===== src/rtl/filtro_pkg.sv =====
// Shared definitions for the biquad sequencer: default widths, coefficient
// select codes presented to the external ROM, and the FSM state encoding.
package filtro_pkg;

    localparam int CANT_BITS = 25;
    localparam int FRAC_BITS = 14;

    // Coefficient ROM addresses; a1/a2 are stored pre-negated in the ROM.
    typedef enum logic [3:0] {
        SEL_UNO = 4'b0000,
        SEL_A1  = 4'b0001,
        SEL_A2  = 4'b0010,
        SEL_B0  = 4'b0101,
        SEL_B1  = 4'b0110,
        SEL_B2  = 4'b0111
    } sel_cte_t;

    typedef enum logic [2:0] {
        IDLE   = 3'd0,
        M_B0   = 3'd1,
        M_B1   = 3'd2,
        M_B2   = 3'd3,
        M_A1   = 3'd4,
        M_A2   = 3'd5,
        SALIDA = 3'd6
    } estado_t;

    // Coefficient to fetch for the step that follows the given MAC step.
    function automatic sel_cte_t sel_siguiente(input estado_t estado);
        case (estado)
            M_B0:    sel_siguiente = SEL_B1;
            M_B1:    sel_siguiente = SEL_B2;
            M_B2:    sel_siguiente = SEL_A1;
            M_A1:    sel_siguiente = SEL_A2;
            default: sel_siguiente = SEL_UNO;
        endcase
    endfunction

endpackage


===== src/rtl/saturador_trunc.sv =====
// Converts the wide accumulator back to sample format: arithmetic shift by
// the coefficient fraction (floor rounding) and clamp to the output range.
module saturador_trunc
    import filtro_pkg::*;
#(
    parameter int acc_bits  = 2 * CANT_BITS + 3,
    parameter int cant_bits = CANT_BITS,
    parameter int frac_bits = FRAC_BITS
) (
    input  logic signed [acc_bits-1:0]  acc,
    output logic signed [cant_bits-1:0] r
);

    logic signed [acc_bits-1:0] desplazado;

    // Clamp a shifted accumulator value into cant_bits two's complement.
    function automatic logic signed [cant_bits-1:0] recortar(input logic signed [acc_bits-1:0] v);
        logic [acc_bits-cant_bits:0] alto;
        alto = v[acc_bits-1:cant_bits-1];
        if ((&alto) || !(|alto)) begin
            recortar = v[cant_bits-1:0];
        end else if (v[acc_bits-1]) begin
            recortar = {1'b1, {(cant_bits-1){1'b0}}};
        end else begin
            recortar = {1'b0, {(cant_bits-1){1'b1}}};
        end
    endfunction

    // Shift drops the fraction toward -inf, then saturate.
    always_comb begin
        desplazado = acc >>> frac_bits;
        r          = recortar(desplazado);
    end

endmodule


===== src/rtl/secuenciador_biquad.sv =====
// Biquad sequencer: one shared signed MAC walks b0,b1,b2,a1,a2 from the
// external coefficient ROM per sample tick, then saturates, updates the
// delay lines and pulses y_valid.
module secuenciador_biquad
    import filtro_pkg::*;
#(
    parameter int cant_bits = CANT_BITS,
    parameter int frac_bits = FRAC_BITS,
    parameter int acc_bits  = 2 * cant_bits + 3
) (
    input  logic                        clk,
    input  logic                        reset_n,
    input  logic                        tick,
    input  logic signed [cant_bits-1:0] x_in,
    input  logic                        limpiar,
    input  logic signed [cant_bits-1:0] cte,
    output logic [3:0]                  sel_cte,
    output logic signed [cant_bits-1:0] y_out,
    output logic                        y_valid,
    output logic                        busy,
    output logic                        overrun
);

    localparam int PROD_BITS = 2 * cant_bits;

    estado_t  estado_q, estado_d;
    sel_cte_t sel_cte_q, sel_cte_d;

    logic signed [cant_bits-1:0] x0_q, x0_d;
    logic signed [cant_bits-1:0] x1_q, x1_d;
    logic signed [cant_bits-1:0] x2_q, x2_d;
    logic signed [cant_bits-1:0] y1_q, y1_d;
    logic signed [cant_bits-1:0] y2_q, y2_d;
    logic signed [cant_bits-1:0] y_out_q, y_out_d;
    logic signed [acc_bits-1:0]  acc_q, acc_d;
    logic                        y_valid_q, y_valid_d;
    logic                        overrun_q, overrun_d;

    logic signed [cant_bits-1:0] operando;
    logic signed [PROD_BITS-1:0] producto;
    logic signed [acc_bits-1:0]  producto_ext;
    logic signed [cant_bits-1:0] resultado;

    // FSM state register.
    always_ff @(posedge clk or negedge reset_n) begin
        if (!reset_n) begin
            estado_q <= IDLE;
        end else begin
            estado_q <= estado_d;
        end
    end

    // FSM next state: one MAC per state, limpiar always returns to IDLE.
    always_comb begin
        estado_d = estado_q;
        case (estado_q)
            IDLE:    if (tick) estado_d = M_B0;
            M_B0:    estado_d = M_B1;
            M_B1:    estado_d = M_B2;
            M_B2:    estado_d = M_A1;
            M_A1:    estado_d = M_A2;
            M_A2:    estado_d = SALIDA;
            SALIDA:  estado_d = IDLE;
            default: estado_d = IDLE;
        endcase
        if (limpiar) begin
            estado_d = IDLE;
        end
    end

    // FSM outputs: busy flag and the delay-line sample paired with cte.
    always_comb begin
        busy     = (estado_q != IDLE);
        operando = '0;
        case (estado_q)
            M_B0:    operando = x0_q;
            M_B1:    operando = x1_q;
            M_B2:    operando = x2_q;
            M_A1:    operando = y1_q;
            M_A2:    operando = y2_q;
            default: operando = '0;
        endcase
    end

    // Full-precision product, sign-extended so the sum of five never overflows.
    assign producto     = cte * operando;
    assign producto_ext = {{(acc_bits-PROD_BITS){producto[PROD_BITS-1]}}, producto};

    saturador_trunc #(
        .acc_bits  (acc_bits),
        .cant_bits (cant_bits),
        .frac_bits (frac_bits)
    ) u_saturador (
        .acc (acc_q),
        .r   (resultado)
    );

    // Datapath next values: accumulate, commit result, or clear.
    always_comb begin
        x0_d      = x0_q;
        x1_d      = x1_q;
        x2_d      = x2_q;
        y1_d      = y1_q;
        y2_d      = y2_q;
        acc_d     = acc_q;
        y_out_d   = y_out_q;
        sel_cte_d = sel_cte_q;
        y_valid_d = 1'b0;
        overrun_d = tick && busy && !limpiar;

        case (estado_q)
            IDLE: begin
                sel_cte_d = SEL_UNO;
                if (tick) begin
                    x0_d      = x_in;
                    acc_d     = '0;
                    sel_cte_d = SEL_B0;
                end
            end
            M_B0, M_B1, M_B2, M_A1, M_A2: begin
                acc_d     = acc_q + producto_ext;
                sel_cte_d = sel_siguiente(estado_q);
            end
            SALIDA: begin
                y_out_d   = resultado;
                y_valid_d = 1'b1;
                x2_d      = x1_q;
                x1_d      = x0_q;
                y2_d      = y1_q;
                y1_d      = resultado;
                sel_cte_d = SEL_UNO;
            end
            default: sel_cte_d = SEL_UNO;
        endcase

        // limpiar wipes history and any in-flight sample; y_out keeps its value.
        if (limpiar) begin
            x0_d      = x0_q;
            x1_d      = '0;
            x2_d      = '0;
            y1_d      = '0;
            y2_d      = '0;
            acc_d     = '0;
            y_out_d   = y_out_q;
            y_valid_d = 1'b0;
            sel_cte_d = SEL_UNO;
        end
    end

    // Datapath and output registers.
    always_ff @(posedge clk or negedge reset_n) begin
        if (!reset_n) begin
            x0_q      <= '0;
            x1_q      <= '0;
            x2_q      <= '0;
            y1_q      <= '0;
            y2_q      <= '0;
            acc_q     <= '0;
            y_out_q   <= '0;
            sel_cte_q <= SEL_UNO;
            y_valid_q <= 1'b0;
            overrun_q <= 1'b0;
        end else begin
            x0_q      <= x0_d;
            x1_q      <= x1_d;
            x2_q      <= x2_d;
            y1_q      <= y1_d;
            y2_q      <= y2_d;
            acc_q     <= acc_d;
            y_out_q   <= y_out_d;
            sel_cte_q <= sel_cte_d;
            y_valid_q <= y_valid_d;
            overrun_q <= overrun_d;
        end
    end

    assign sel_cte = sel_cte_q;
    assign y_out   = y_out_q;
    assign y_valid = y_valid_q;
    assign overrun = overrun_q;

endmodule


===== config.mk =====
export PLATFORM = sky130hd
export DESIGN_NAME = secuenciador_biquad
export DESIGN_NICKNAME = d
export VERILOG_FILES = /design/src/rtl/filtro_pkg.sv /design/src/rtl/saturador_trunc.sv /design/src/rtl/secuenciador_biquad.sv
export SDC_FILE = /design/constraint.sdc
export NUM_CORES = 2
export LEC_CHECK = 0
export BUFFER_PORTS_ARGS = -buffer_cell sky130_fd_sc_hd__buf_2
export CORE_MARGIN = 10
export CORE_UTILIZATION = 60
export CTS_BUF_LIST = sky130_fd_sc_hd__clkbuf_4 sky130_fd_sc_hd__clkbuf_8 sky130_fd_sc_hd__clkbuf_16
export DETAILED_ROUTE_END_ITERATION = 7
export PLACE_DENSITY = 0.83
export SKIP_CTS_REPAIR_TIMING = 1
export SYNTH_ARGS = -nofsm -noshare
export SYNTH_HDL_FRONTEND = slang
export SYNTH_SLANG_ARGS = --single-unit

===== constraint.sdc =====
create_clock -name clk -period 23.9 [get_ports clk]
set_input_delay 7.17 -clock clk [delete_from_list [all_inputs] [get_ports clk]]
set_output_delay 7.17 -clock clk [all_outputs]
set_load 0.05 [all_outputs]

* Yosys cells after proc, flatten, opt, wreduce, memory -nomap -nowiden *
Index checks and enable logic that the tools add are counted.

cells by class
  add/subtract/negate cells = 1
  $mul = 1
  equality and inequality tests = 7
  multiplexer cells = 23
  bitwise gates (word level) = 1
  reductions and logical operators = 15

operators by type and width
  operator            count
  $mux 25             10
  $pmux 25 s5         1
  $mux 53             2
  $pmux 53 s2         1
  $add 53x50->53      1
  $mul 25x25->50      1
  $pmux 3 s6          1
  $reduce_and 15->1   1
  $reduce_or 15->1    1
  $pmux 3 s4          1
  $eq 3x3->1 const B  3
  $mux 3              3
  $pmux 4 s2          1
  $eq 3x2->1 const B  2
  $reduce_bool 3->1   2
  $reduce_or 5->1     1
  $mux 4              1
  $reduce_and 2->1    2
  $eq 3x1->1 const B  1
  $logic_not 3->1     1
  $ne 3x3->1 const B  1
  $reduce_and 3->1    1
  $logic_and 1x1->1   2
  $logic_not 1->1     2
  4 further kinds     5

storage, ports and cells
  register bits after elaboration = 212
  word-level logic and storage cells = 59

* Longest topological paths before layout *
  word-level depth = 6
  gate-level depth with buffers = 34
  depth with buffers taken out = 30

* Cells and area by module *
From an unflattened synthesis, not the netlist that was laid out.

second synthesis, totals
  cells, all modules = 3,589
  area total of the unflattened synthesis = 34,777.1 um^2

modules (own cells, without submodules)
  module               instances  cells an instance  area an instance (um^2)  sequential area each (um^2)
  secuenciador_biquad  1          3,521              34,341.7                 5,280.1
  saturador_trunc      1          68                 435.4                    0.0

* Worst setup path before layout *
Ideal clock, no wire load.

  path type = input port to flip-flop
  from = input cte[24]
  to = register acc_q[43]
  library setup time = 0.122 ns
  arrival = 13.519 ns
  setup slack = 10.259 ns
  stages = 25
  buffers on the path = 2
  cells stage by stage = clkbuf_1 nand2_1 inv_1 fa_1 inv_1 fa_1 inv_1 fa_1 fa_1 fa_1 inv_1 fa_1 inv_1 ha_1 buf_2 a21oi_1 a21boi_0 a311oi_1 a31oi_1 o221ai_2 a31oi_1 o21ai_1 o21ai_1 a211o_1 a32o_1

between the ends
  longest elaborated chain between the ends = 4

RTL lines
  item                  RTL line                    RTL
  from (decl)           secuenciador_biquad.sv:16   input logic signed [cant_bits-1:0] cte,
  $mul 25x25->50        secuenciador_biquad.sv:86   assign producto = cte * operando;
  $add 53x50->53        secuenciador_biquad.sv:121  acc_d = acc_q + producto_ext;
  $pmux 53 s2           secuenciador_biquad.sv:111  case (estado_q)
  $mux 53               secuenciador_biquad.sv:137  if (limpiar) begin
  to (signal assigned)  secuenciador_biquad.sv:158  acc_q <= '0;
  to (signal assigned)  secuenciador_biquad.sv:169  acc_q <= acc_d;
  to (decl)             secuenciador_biquad.sv:35   logic signed [acc_bits-1:0] acc_q, acc_d;

No other way between the ends.
A chain may end at the register's enable or synchronous reset.

* Worst setup path in the final report *
Ends and elaborated chain as after synthesis.

==> impl_metrics.yaml <==
die:
  core-area_um2: 56400
  num_rows: 87
  die_h_um: 259
  die_w_um: 259
  start_util_pct: 60.5
  die_area_um2: 66800
  ios: 86
sta:
  setup_viol: 0
  hold_viol_final: 0
  rsz0062_at_grt: "no"
  report.final.slew_viol_count: 0
  fmax_mhz: 70.5
  period_share_pct: 59.3
  max-slew-margin-rel_pct: 24.1
  fin_skew_ns: 0.0339
  fin_tns_setup_ns: 0
  worstMarginPinSlew_ns: 1.14
  period_needed_ns: 14.18
setup_path:
  path_class: "in2reg"
  worstSetupStartpointType: "input pin"
  cpPeakStageDelay_ns: 0.88
  worstPathMaxFanout: 25
  crit_arrival_ns: 14.59
  critPathRequiredTime_ns: 24.30
  r2r_slack_ns: 14.58
  cp_slowest_cell: "inv_1"
  cp_cell_sequence: "buf_2, nand2_1, inv_1, fa_1, inv_1, fa_1, inv_1, fa_1, fa_1, fa_1, inv_1, fa_1, inv_1, ha_1, a21oi_1, a21boi_0, a311oi_1, a31oi_1, o221ai_2, a31oi_1, o21ai_1, o21ai_1, a211o_1, a32o_1"
  crit_family: "adder cells"
  crit_top_cell: "fa_1"
  crit_path_end_kind: "flop"
  critPathBufInv: 6
worst_hold_path:
  hp-class: "reg2reg"
yosys:
  synth_edf_count: 0
  yosysSeqAreaShare_pct: 15.5
  synth.area.top_cells: "fa_1 44%, dfrtp_1 15%, inv_1 9.4%"
  synth.top_cell.area_share_pct: 43.8
  synth-main-ff-cell: "dfrtp_1"
  yosys_warnings: 0
  synthesis.area_um2: 34100
  yosysMostFrequentCell: "inv_1"
  synthArstFlopShare_pct: 100
  synth_top_area_cell: "fa_1"
  ys_ff_latch: 211
  syn_area_per_cell_um2: 9.83
  synthTopCellsByCount: "856 x inv_1, 746 x fa_1, 404 x nand2_1, 257 x and2_1, 211 x dfrtp_1"
  syn_inst: 3471
  yosysUniqueCellTypes: 67
  synth_fp_nets: 4445
routing:
  drt_iter0_markers: 1914
  vias: 23946
  drcViolationCount: 0
  drtPass1Iterations: 7
  wirelength_mm: 82.0
  routedWlPerCell_um: 19.4
  viasPerCell: 5.66
  ant_nets: 0
power_and_ir_drop:
  p_leak_nw: 19.6
  p_total_mw: 4.47
  p_per_area_nw_per_um2: 124
  vdd_ir_drop_max_mv: 0.183
clock_network:
  clock_latency_ns: 0.54
  ctsLongestPathBuffers: 3
  numCtsBuffers: 23
  clk_pin_slew_worst_paths_ns: 0.06
  cts.sinks: 211
  htreeDepth: 1
  clock-root-buffer: "clkbuf_16"
  cts_tree: "done"
run_status:
  status: "finished, final reports clean"
final_layout:
  final_util_pct: 63.9
  area_growth_syn_to_layout_pct: 5.59
  layout.nets: 4430
  drive_above_1_share_pct: 6.28
  finalNonFillerCells: 4230
placement:
  portBuffers: 84
  placed_cells: 4187
  place.gp.congestion: 0.932
  dp.final_hpwl_mm: 65.4
grt:
  overflow: 0
  grt_pass1_wl_mm: 137
  antenna_found_initial: 2
  grt_pass1_vias: 25939
  grt_max_degree: 101
  grtUsageTotal_pct: 25.5
run:
  maxCapViolCount: 0
-- worst min-delay path: cells and delay by family, from the launching register on --
kind,cells,cell delay [ns]
simple gates,2,0.10
flops,1,0.34
-- power breakdown --
part / switching, mW / internal, mW / leakage [nW]
Combinational: 2.19 / 1.46 / 16.3
Sequential: 0.0439 / 0.401 / 2.87
Clock: 0.149 / 0.224 / 0.399
Total: 2.39 / 2.08 / 19.6
-- cells in the final DEF, fill, tap and decap left out, drive strengths merged, types with 5 or more instances in the layout --
| cell | n |
|---|---|
| ha | 174 |
| o211ai | 6 |
| a22o | 122 |
| inv | 859 |
| nor2 | 78 |
| nor3 | 10 |
| a221o | 24 |
| a31oi | 6 |
| nand4 | 11 |
| and2 | 257 |
| mux2i | 26 |
| o21ai | 58 |
| a21oi | 78 |
| xnor2 | 38 |
| a21o | 58 |
| mux2 | 26 |
| a211oi | 7 |
| buf | 123 |
| o21bai | 8 |
| clkbuf | 34 |
| nand2b | 10 |
| nand3 | 14 |
| xor2 | 21 |
| dfrtp | 211 |
| nor2b | 6 |
| fa | 746 |
| a2111oi | 5 |
| nand2 | 405 |
-- through the flow --
step                setup slack [ns]  area (um2)  hold slack [ns]
floorplan                      10.26       34100            0.450
CTS                             9.74       36000            0.475
detailed placement              9.22       35200            0.459
global route                    9.34       36000            0.506
finish                          9.72       36000            0.473
global placement                9.49       35200            0.455
-- registers in the layout, indices dropped and copies added (netlist names) --
signal,flops
y_out,25
sel_cte,3
x1_q,25
y2_q,25
acc_q,53
x2_q,25
y1_q,25
estado_q,3
y_valid,1
x0_q,25
overrun,1
-- kinds of logic after synthesis --
group                      synth area share [%]
other                                    0.0110
and+or+nand+nor                            11.2
buffers and inverters                      11.3
DFF                                        15.5
adders and majority gates                  50.1
AOI/OAI and AO/OA                          8.79
xor gates and xnor gates                   1.51
muxes                                      1.62
-- metal layers --
| layer | part of all wire, % | up-vias | track usage, % |
|---|---|---|---|
| met5 | 0 | - | 0 |
| met4 | 2.4 | 0 | 6.47 |
| met3 | 8.9 | 125 | 4.27 |
| met2 | 48 | 1086 | 41.9 |
| met1 | 40 | 12364 | 34.9 |
| li1 | - | 10371 | - |
-- worst paths after layout --
path	startpoint	cells after the start	endpoint
min in group asynchronous	reset_n	1	acc_q[41]$_DFFE_PN0P_
min	y_out[24]$_DFFE_PN0P_	2	y_out[24]$_DFFE_PN0P_
max in group asynchronous	reset_n	2	y_out[17]$_DFFE_PN0P_
min reg2reg	y_out[24]$_DFFE_PN0P_	2	y_out[24]$_DFFE_PN0P_
max	cte[24]	24	acc_q[43]$_DFFE_PN0P_
max reg2reg	estado_q[0]$_DFFE_PN0P_	28	acc_q[50]$_DFFE_PN0P_
-- area by class of cell --
cell class,instances,area [um2]
sequential,211,5280
fill,4402,20300
inverter,857,3220
timing repair buffer,123,723
antenna,1,2.50
clock inverter,8,116
multi-input combinational,2240,25100
tap,756,946
clock buffer,34,689
Power figures use the tool's default switching activity.
